## src/rtl/tmr_pkg.sv

```systemverilog
// Shared types and helpers for the TMR fault monitor: FSM states, lane index,
// sample classification of voter ERROR flags.
package tmr_pkg;

  localparam int unsigned NUM_LANES = 3;

  typedef enum logic [1:0] {IDLE, SUSPECT, REPAIR} fsm_state_t;
  typedef enum logic [1:0] {CLEAN, SINGLE, MULTI} sample_class_t;
  typedef logic [1:0] lane_t;

  function automatic sample_class_t classify(input logic [2:0] e);
    logic [1:0] pop;
    pop = {1'b0, e[0]} + {1'b0, e[1]} + {1'b0, e[2]};
    if (pop == 2'd0)      return CLEAN;
    else if (pop == 2'd1) return SINGLE;
    else                  return MULTI;
  endfunction

  // Only meaningful when exactly one flag is set.
  function automatic lane_t lane_of(input logic [2:0] e);
    if (e[2])      return lane_t'(2);
    else if (e[1]) return lane_t'(1);
    else           return lane_t'(0);
  endfunction

endpackage

```

## src/rtl/tmr_sat_counter.sv

```systemverilog
// Saturating up-counter with synchronous clear; clear takes priority over increment.
module tmr_sat_counter #(
  parameter int unsigned W = 8
) (
  input  logic         clk,
  input  logic         resetn,
  input  logic         inc,
  input  logic         clr,
  output logic [W-1:0] count
);

  always_ff @(posedge clk or negedge resetn) begin
    if (!resetn)                    count <= '0;
    else if (clr)                   count <= '0;
    else if (inc && (count != '1))  count <= count + 1'b1;
  end

endmodule

```

## src/rtl/tmr_fault_monitor.sv

```systemverilog
// Per-lane error statistics and persistent-fault repair requests behind a TMR voter.
// Optional irq output enabled by defining TMR_FAULT_IRQ_EN.
module tmr_fault_monitor
  import tmr_pkg::*;
#(
  parameter int unsigned N       = 32,
  parameter int unsigned CNT_W   = 8,
  parameter int unsigned PERSIST = 4
) (
  input  logic               clk,
  input  logic               resetn,
  input  logic               err_valid,
  input  logic [2:0]         err_in,
  input  logic [N-1:0]       voted_in,
  input  logic               clear,
  output logic [3*CNT_W-1:0] err_cnt,
  output logic [2:0]         faulted,
  output logic               uncorrectable,
  output logic               repair_req,
  output logic [1:0]         repair_lane,
  output logic [N-1:0]       repair_data,
  input  logic               repair_ack
`ifdef TMR_FAULT_IRQ_EN
  , output logic             irq
`endif
);

  localparam int unsigned RUN_W = $clog2(PERSIST + 1);
  localparam logic [RUN_W-1:0] PERSIST_M1 = RUN_W'(PERSIST - 1);

  fsm_state_t    state;
  lane_t         lane;
  logic [RUN_W-1:0] run;

  sample_class_t cls;
  lane_t         lane_in;
  logic          single, multi, enter_repair;
  logic [2:0]    faulted_nxt;
  logic          unc_nxt;

  assign cls     = classify(err_in);
  assign lane_in = lane_of(err_in);
  assign single  = err_valid && (cls == SINGLE);
  assign multi   = err_valid && (cls == MULTI);

  for (genvar g = 0; g < NUM_LANES; g++) begin : g_cnt
    tmr_sat_counter #(.W(CNT_W)) u_cnt (
      .clk    (clk),
      .resetn (resetn),
      .inc    (single && (lane_in == lane_t'(g))),
      .clr    (clear),
      .count  (err_cnt[g*CNT_W +: CNT_W])
    );
  end

  // Clear pulls the FSM back to IDLE outside REPAIR, so it also blocks fault entry.
  always_comb begin
    enter_repair = 1'b0;
    if (single && !clear) begin
      if (state == IDLE && PERSIST == 1) enter_repair = 1'b1;
      if (state == SUSPECT && lane_in == lane && run == PERSIST_M1) enter_repair = 1'b1;
    end
    faulted_nxt = clear ? 3'b000 : (faulted | (enter_repair ? (3'b001 << lane_in) : 3'b000));
    unc_nxt     = clear ? 1'b0 : (uncorrectable | multi);
  end

  always_ff @(posedge clk or negedge resetn) begin
    if (!resetn) begin
      faulted       <= '0;
      uncorrectable <= 1'b0;
    end else begin
      faulted       <= faulted_nxt;
      uncorrectable <= unc_nxt;
    end
  end

`ifdef TMR_FAULT_IRQ_EN
  always_ff @(posedge clk or negedge resetn) begin
    if (!resetn) irq <= 1'b0;
    else         irq <= !clear && ((|(faulted_nxt & ~faulted)) || (unc_nxt && !uncorrectable));
  end
`endif

  always_ff @(posedge clk or negedge resetn) begin
    if (!resetn) begin
      state       <= IDLE;
      lane        <= '0;
      run         <= '0;
      repair_req  <= 1'b0;
      repair_lane <= '0;
      repair_data <= '0;
    end else begin
      case (state)
        IDLE: begin
          if (single && !clear) begin
            lane <= lane_in;
            run  <= RUN_W'(1);
            if (enter_repair) begin
              state       <= REPAIR;
              repair_req  <= 1'b1;
              repair_lane <= lane_in;
              repair_data <= voted_in;
            end else begin
              state <= SUSPECT;
            end
          end
        end
        SUSPECT: begin
          if (clear) begin
            state <= IDLE;
          end else if (err_valid) begin
            if (!single) begin
              state <= IDLE;
            end else if (lane_in != lane) begin
              lane <= lane_in;
              run  <= RUN_W'(1);
            end else if (enter_repair) begin
              state       <= REPAIR;
              repair_req  <= 1'b1;
              repair_lane <= lane_in;
              repair_data <= voted_in;
            end else begin
              run <= run + 1'b1;
            end
          end
        end
        REPAIR: begin
          if (repair_ack) begin
            state      <= IDLE;
            repair_req <= 1'b0;
          end
        end
        default: state <= IDLE;
      endcase
    end
  end

endmodule
```

## config.mk

```make
export PLATFORM = sky130hd
export DESIGN_NAME = tmr_fault_monitor
export DESIGN_NICKNAME = d
export VERILOG_FILES = /design/src/rtl/tmr_pkg.sv /design/src/rtl/tmr_sat_counter.sv /design/src/rtl/tmr_fault_monitor.sv
export SDC_FILE = /design/constraint.sdc
export NUM_CORES = 1
export LEC_CHECK = 0
export ABC_AREA = 1
export BUFFER_PORTS_ARGS = -buffer_cell sky130_fd_sc_hd__buf_4
export CORE_ASPECT_RATIO = 1.25
export CORE_MARGIN = 3
export CORE_UTILIZATION = 44
export DETAILED_ROUTE_END_ITERATION = 12
export GPL_ROUTABILITY_DRIVEN = 0
export GPL_TIMING_DRIVEN = 0
export PLACE_DENSITY = 0.81
export SKIP_LAST_GASP = 1
export SYNTH_ARGS = -nofsm -noshare
export SYNTH_HDL_FRONTEND = slang
export SYNTH_HIERARCHICAL = 1
export SYNTH_SLANG_ARGS = --single-unit
```

## constraint.sdc

```tcl
create_clock -name clk -period 2.4 [get_ports clk]
set_input_delay 0.24 -clock clk [delete_from_list [all_inputs] [get_ports clk]]
set_output_delay 0.24 -clock clk [all_outputs]
set_load 0.1 [all_outputs]
```

==> results.txt <==
* Number of cells produced by synthesis: 476
- The worst-case IR drop observed on VDD is just over 0.4 mV.
- Via count of the first global-routing pass: 3330
* FP Rows: 36
- Post-Synthesis Net Count: 522
- Prior to clock tree synthesis, the placed netlist has a worst setup slack of about 0.24 ns.
- In the synthesized netlist the async set-or-reset flop fraction comes to between 90% and 100%.
- Most common cell after layout, fill and taps aside: sky130_fd_sc_hd__nand2_1
* Final Skew: just under 0.007 ns
* Number of gates given a new drive strength after cts: 0
* Area leader, netlist: sky130_fd_sc_hd__dfrtp_1
- Port Buf Inserts: ~100
- First-pass GRT wire length: 14330 um
* Initial antenna violation count: 0
- Fill cell count: 691
- Worst Tran Pin Value: about 0.88 ns
* Biggest fanout along the worst timing path: 6
- Arr. time, crit path: ~2.0 ns
* Fin worst setup slack: 0.6043 ns
* TritonCTS clock tree: yes
- Total power divided by cell area: 627.8 nW/um2
* Insertion delay to the later sink of the worst-skew pair: 0.34 ns
* Hold-fix buffers at CTS: 0
* Die Footprint: ~9500 um2
- The run finished with clean final reports.
- Endpoint type of the worst setup path: flop
* Net Sw Frac: 32.78%
* Period utilization: 74.82%
- Slew Limit Headroom: 41.44%
* Post-synthesis to final-layout area growth: 29.95%
* Power share of the clock group: 34.7%
- Summed over all failing endpoints, the final setup total negative slack is 0 ns.
- Net switching power of the design: 0.9877 mW
- Worst setup SP type: primary input
- Setup violations remaining at the end of the flow were counted as 0.
- Timing would allow up to 556.9 MHz.
- Avg Vias per Cell: about 5
- The most used flip-flop cell after synthesis is sky130_fd_sc_hd__dfrtp_1.
- Number of sinks handled by clock tree synthesis: 70
- Clock edge transition at the registers on the reported setup and hold paths: 0.08 ns
- Number of cells traversed by the worst register-to-register path: 8
* Chip height: between 100 and 150 um
- After detailed routing, the number of remaining DRC violations is 0.
* Final HPWL from detailed placement: 6544 um
- Number of inserted diodes: 0
- Cells fill 60.20% of the core in the end.
* Crit Path Category: primary input to flop
- H-tree lvl count: 3
- Type of the tightest min-delay check: primary input to async pin
- Setup repair after global routing left no endpoint under its margin.
- 103 I/O pins were placed.
- In the final routed layout, each cell accounts on average for 12.75 um.
* Register area share after synthesis: between 40% and 50%
* Leading cell types by total area after synthesis: sky130_fd_sc_hd__dfrtp_1, sky130_fd_sc_hd__nand2_1, sky130_fd_sc_hd__nand3_1, sky130_fd_sc_hd__inv_1, sky130_fd_sc_hd__nor2_1
- Routed wire length: 8785 um
- Area share of the largest cell type after synthesis: approximately 47%
- Sequential cell fraction of total power: 43.0%
* Detailed-route via count: 3523
- The count of cells in the finished layout, fillers not included, comes to 689.
- The initial utilization of the core area, before any placement, comes to 46.33%.
- For this run, the number of Yosys warnings is 6.
- Max-cap violations in this run came to 0.
- Final max-slew violation count: 0
* # Post-CTS Setup Buffers: 0
* Proportion of layout cells with a drive suffix above 1: 28.28%
- Number of buffers between clock root and the deepest sink: 2
- Synthesis instantiated 31 different standard cells from the library.
- Clock buffer count from CTS: 9
- For this run the aggregate overflow at the end of global routing stands at 0.
- The floorplan step set the die width to about 90 um.
- The smallest clock period supported by the final layout is computed as 1.796 ns.
- Net count reported at finish: 635
- The cell area that synthesis handed to floorplanning was 3694 um2.
- Leakage: between 2 and 3 nW
* Overall track demand over capacity in global routing: a little under a fifth
- The detailed router finished its first iteration with 188 violations.
- In this run the clock root is driven by a sky130_fd_sc_hd__clkbuf_8.
- Number of placed instances, taps included: 673
- Pin count of the biggest net entering global routing: 71
* Number of flops mapped to enable cells by yosys: 0
- A synthesized cell averages 7.760 um2.
- The design draws about 3.0 mW.
* Number of hold-slack violations in the final timing report: 0
- Combinational fraction of design power: 22.3%
- The detail route stage leaves a number of antenna-violating nets equal to 0.
- Core box area: between 7000 and 8000 um2
* Internal Power: around 2.0 mW
- Flip-flop and latch count after synthesis: 70
* Critical Path RT: 2.63 ns
- DR pass1 iterations: 4
- In the layout the commonest cells are sky130_fd_sc_hd__nand2_1, sky130_fd_sc_hd__buf_4, sky130_fd_sc_hd__nand3_1.
-- final timing paths --
check / startpoint / to / slack (ns)
setup / recovery: err_in[1] / g_cnt[2].u_cnt/count[5] / 0.60
hold / removal: resetn / repair_data[28] / 0.005
setup reg to reg: state[1] / repair_data[3] / 0.76
hold reg to reg: repair_data[27] / repair_data[27] / 0.48
max in group asynchronous: resetn / g_cnt[1].u_cnt/count[4] / 1.81
min in group clk: voted_in[23] / repair_data[23] / 0.13
-- flip-flops by register name (all words and copies together), names as in the netlist --
| name | cells |
|---|---|
| repair_lane | 2 |
| state | 2 |
| run | 3 |
| lane | 2 |
| repair_req | 1 |
| g_cnt.u_cnt/count | 24 |
| repair_data | 32 |
| uncorrectable | 1 |
| faulted | 3 |
-- power by group through the flow --
| stage | Combinational (mW) | Clock [mW] | Sequential (mW) |
|---|---|---|---|
| after floorplan | 0.324 | 0 | 1.47 |
| after global placement | 0.649 | 0 | 1.31 |
| after detailed placement | 0.676 | 0 | 1.32 |
| after CTS | 0.675 | 1.08 | 1.29 |
| after global routing | 0.739 | 1.12 | 1.30 |
| final | 0.672 | 1.05 | 1.29 |
-- stage by stage --
stage | cell area (um2) | hold WS, ns
after global placement | 4578 | 0.4173
after global routing | 4800 | 0.07919
after CTS | 4800 | 0.03722
final | 4800 | 0.005474
after floorplan | 3694 | -0.05559
after detailed placement | 4578 | 0.4213
-- metal layers --
layer | vias to the layer above | wire length, um | track usage, %
met2 | 122 | 4316 | 32.92
met5 | - | 0 | 0
li1 | 1742 | - | -
met1 | 1645 | 3683 | 22.17
met4 | 0 | 135 | 7.456
met3 | 14 | 649 | 4.116
-- cell type report --
| class | count | area (um2) | share of cell area (%) |
|---|---|---|---|
| tap | 95 | 118.9 | 2.477 |
| sequential | 70 | 1752 | 36.50 |
| buffer | 12 | 77.57 | 1.616 |
| timing repair buffer | 102 | 765.7 | 15.95 |
| inverter | 48 | 191.4 | 3.989 |
| clock buffer | 9 | 123.9 | 2.581 |
| clock inverter | 7 | 97.59 | 2.033 |
| multi-input combinational | 346 | 1673 | 34.85 |
-- Yosys cell counts, types with 4 or more instances --
| cell | count |
|---|---|
| sky130_fd_sc_hd__a21oi_1 | 13 |
| sky130_fd_sc_hd__ha_1 | 5 |
| sky130_fd_sc_hd__inv_1 | 42 |
| sky130_fd_sc_hd__nand3_1 | 74 |
| sky130_fd_sc_hd__nor3_1 | 6 |
| sky130_fd_sc_hd__nor2_1 | 31 |
| sky130_fd_sc_hd__nand2_2 | 11 |
| sky130_fd_sc_hd__nand2_1 | 167 |
| sky130_fd_sc_hd__dfrtp_1 | 70 |
| sky130_fd_sc_hd__o21bai_1 | 5 |
| sky130_fd_sc_hd__nor2_4 | 4 |
| sky130_fd_sc_hd__buf_2 | 8 |
| sky130_fd_sc_hd__nor2_2 | 7 |
| sky130_fd_sc_hd__nand4_1 | 4 |
-- cell families (layout without fill, tap and decap cells) --
group	count (synthesis)	after routing	share of synthesized area, %
compound gates	26	26	4.201
xor+xnor	2	2	0.4743
buf+inv	60	178	7.283
simple gates	312	312	38.38
fa+ha+maj	6	6	2.236
flops	70	70	47.43
-- worst max-delay path, stage by stage --
cell and delay (ns):
sky130_fd_sc_hd__buf_4 0.14, sky130_fd_sc_hd__fa_1 0.44, sky130_fd_sc_hd__nor2_2 0.13, sky130_fd_sc_hd__nand2_2 0.11
sky130_fd_sc_hd__nor2_1 0.48, sky130_fd_sc_hd__nand3_1 0.14, sky130_fd_sc_hd__nor2_1 0.14, sky130_fd_sc_hd__nand3_1 0.09
sky130_fd_sc_hd__nand2_1 0.07, sky130_fd_sc_hd__nor2_1 0.04
No activity file was read; power rests on OpenSTA's default activity.
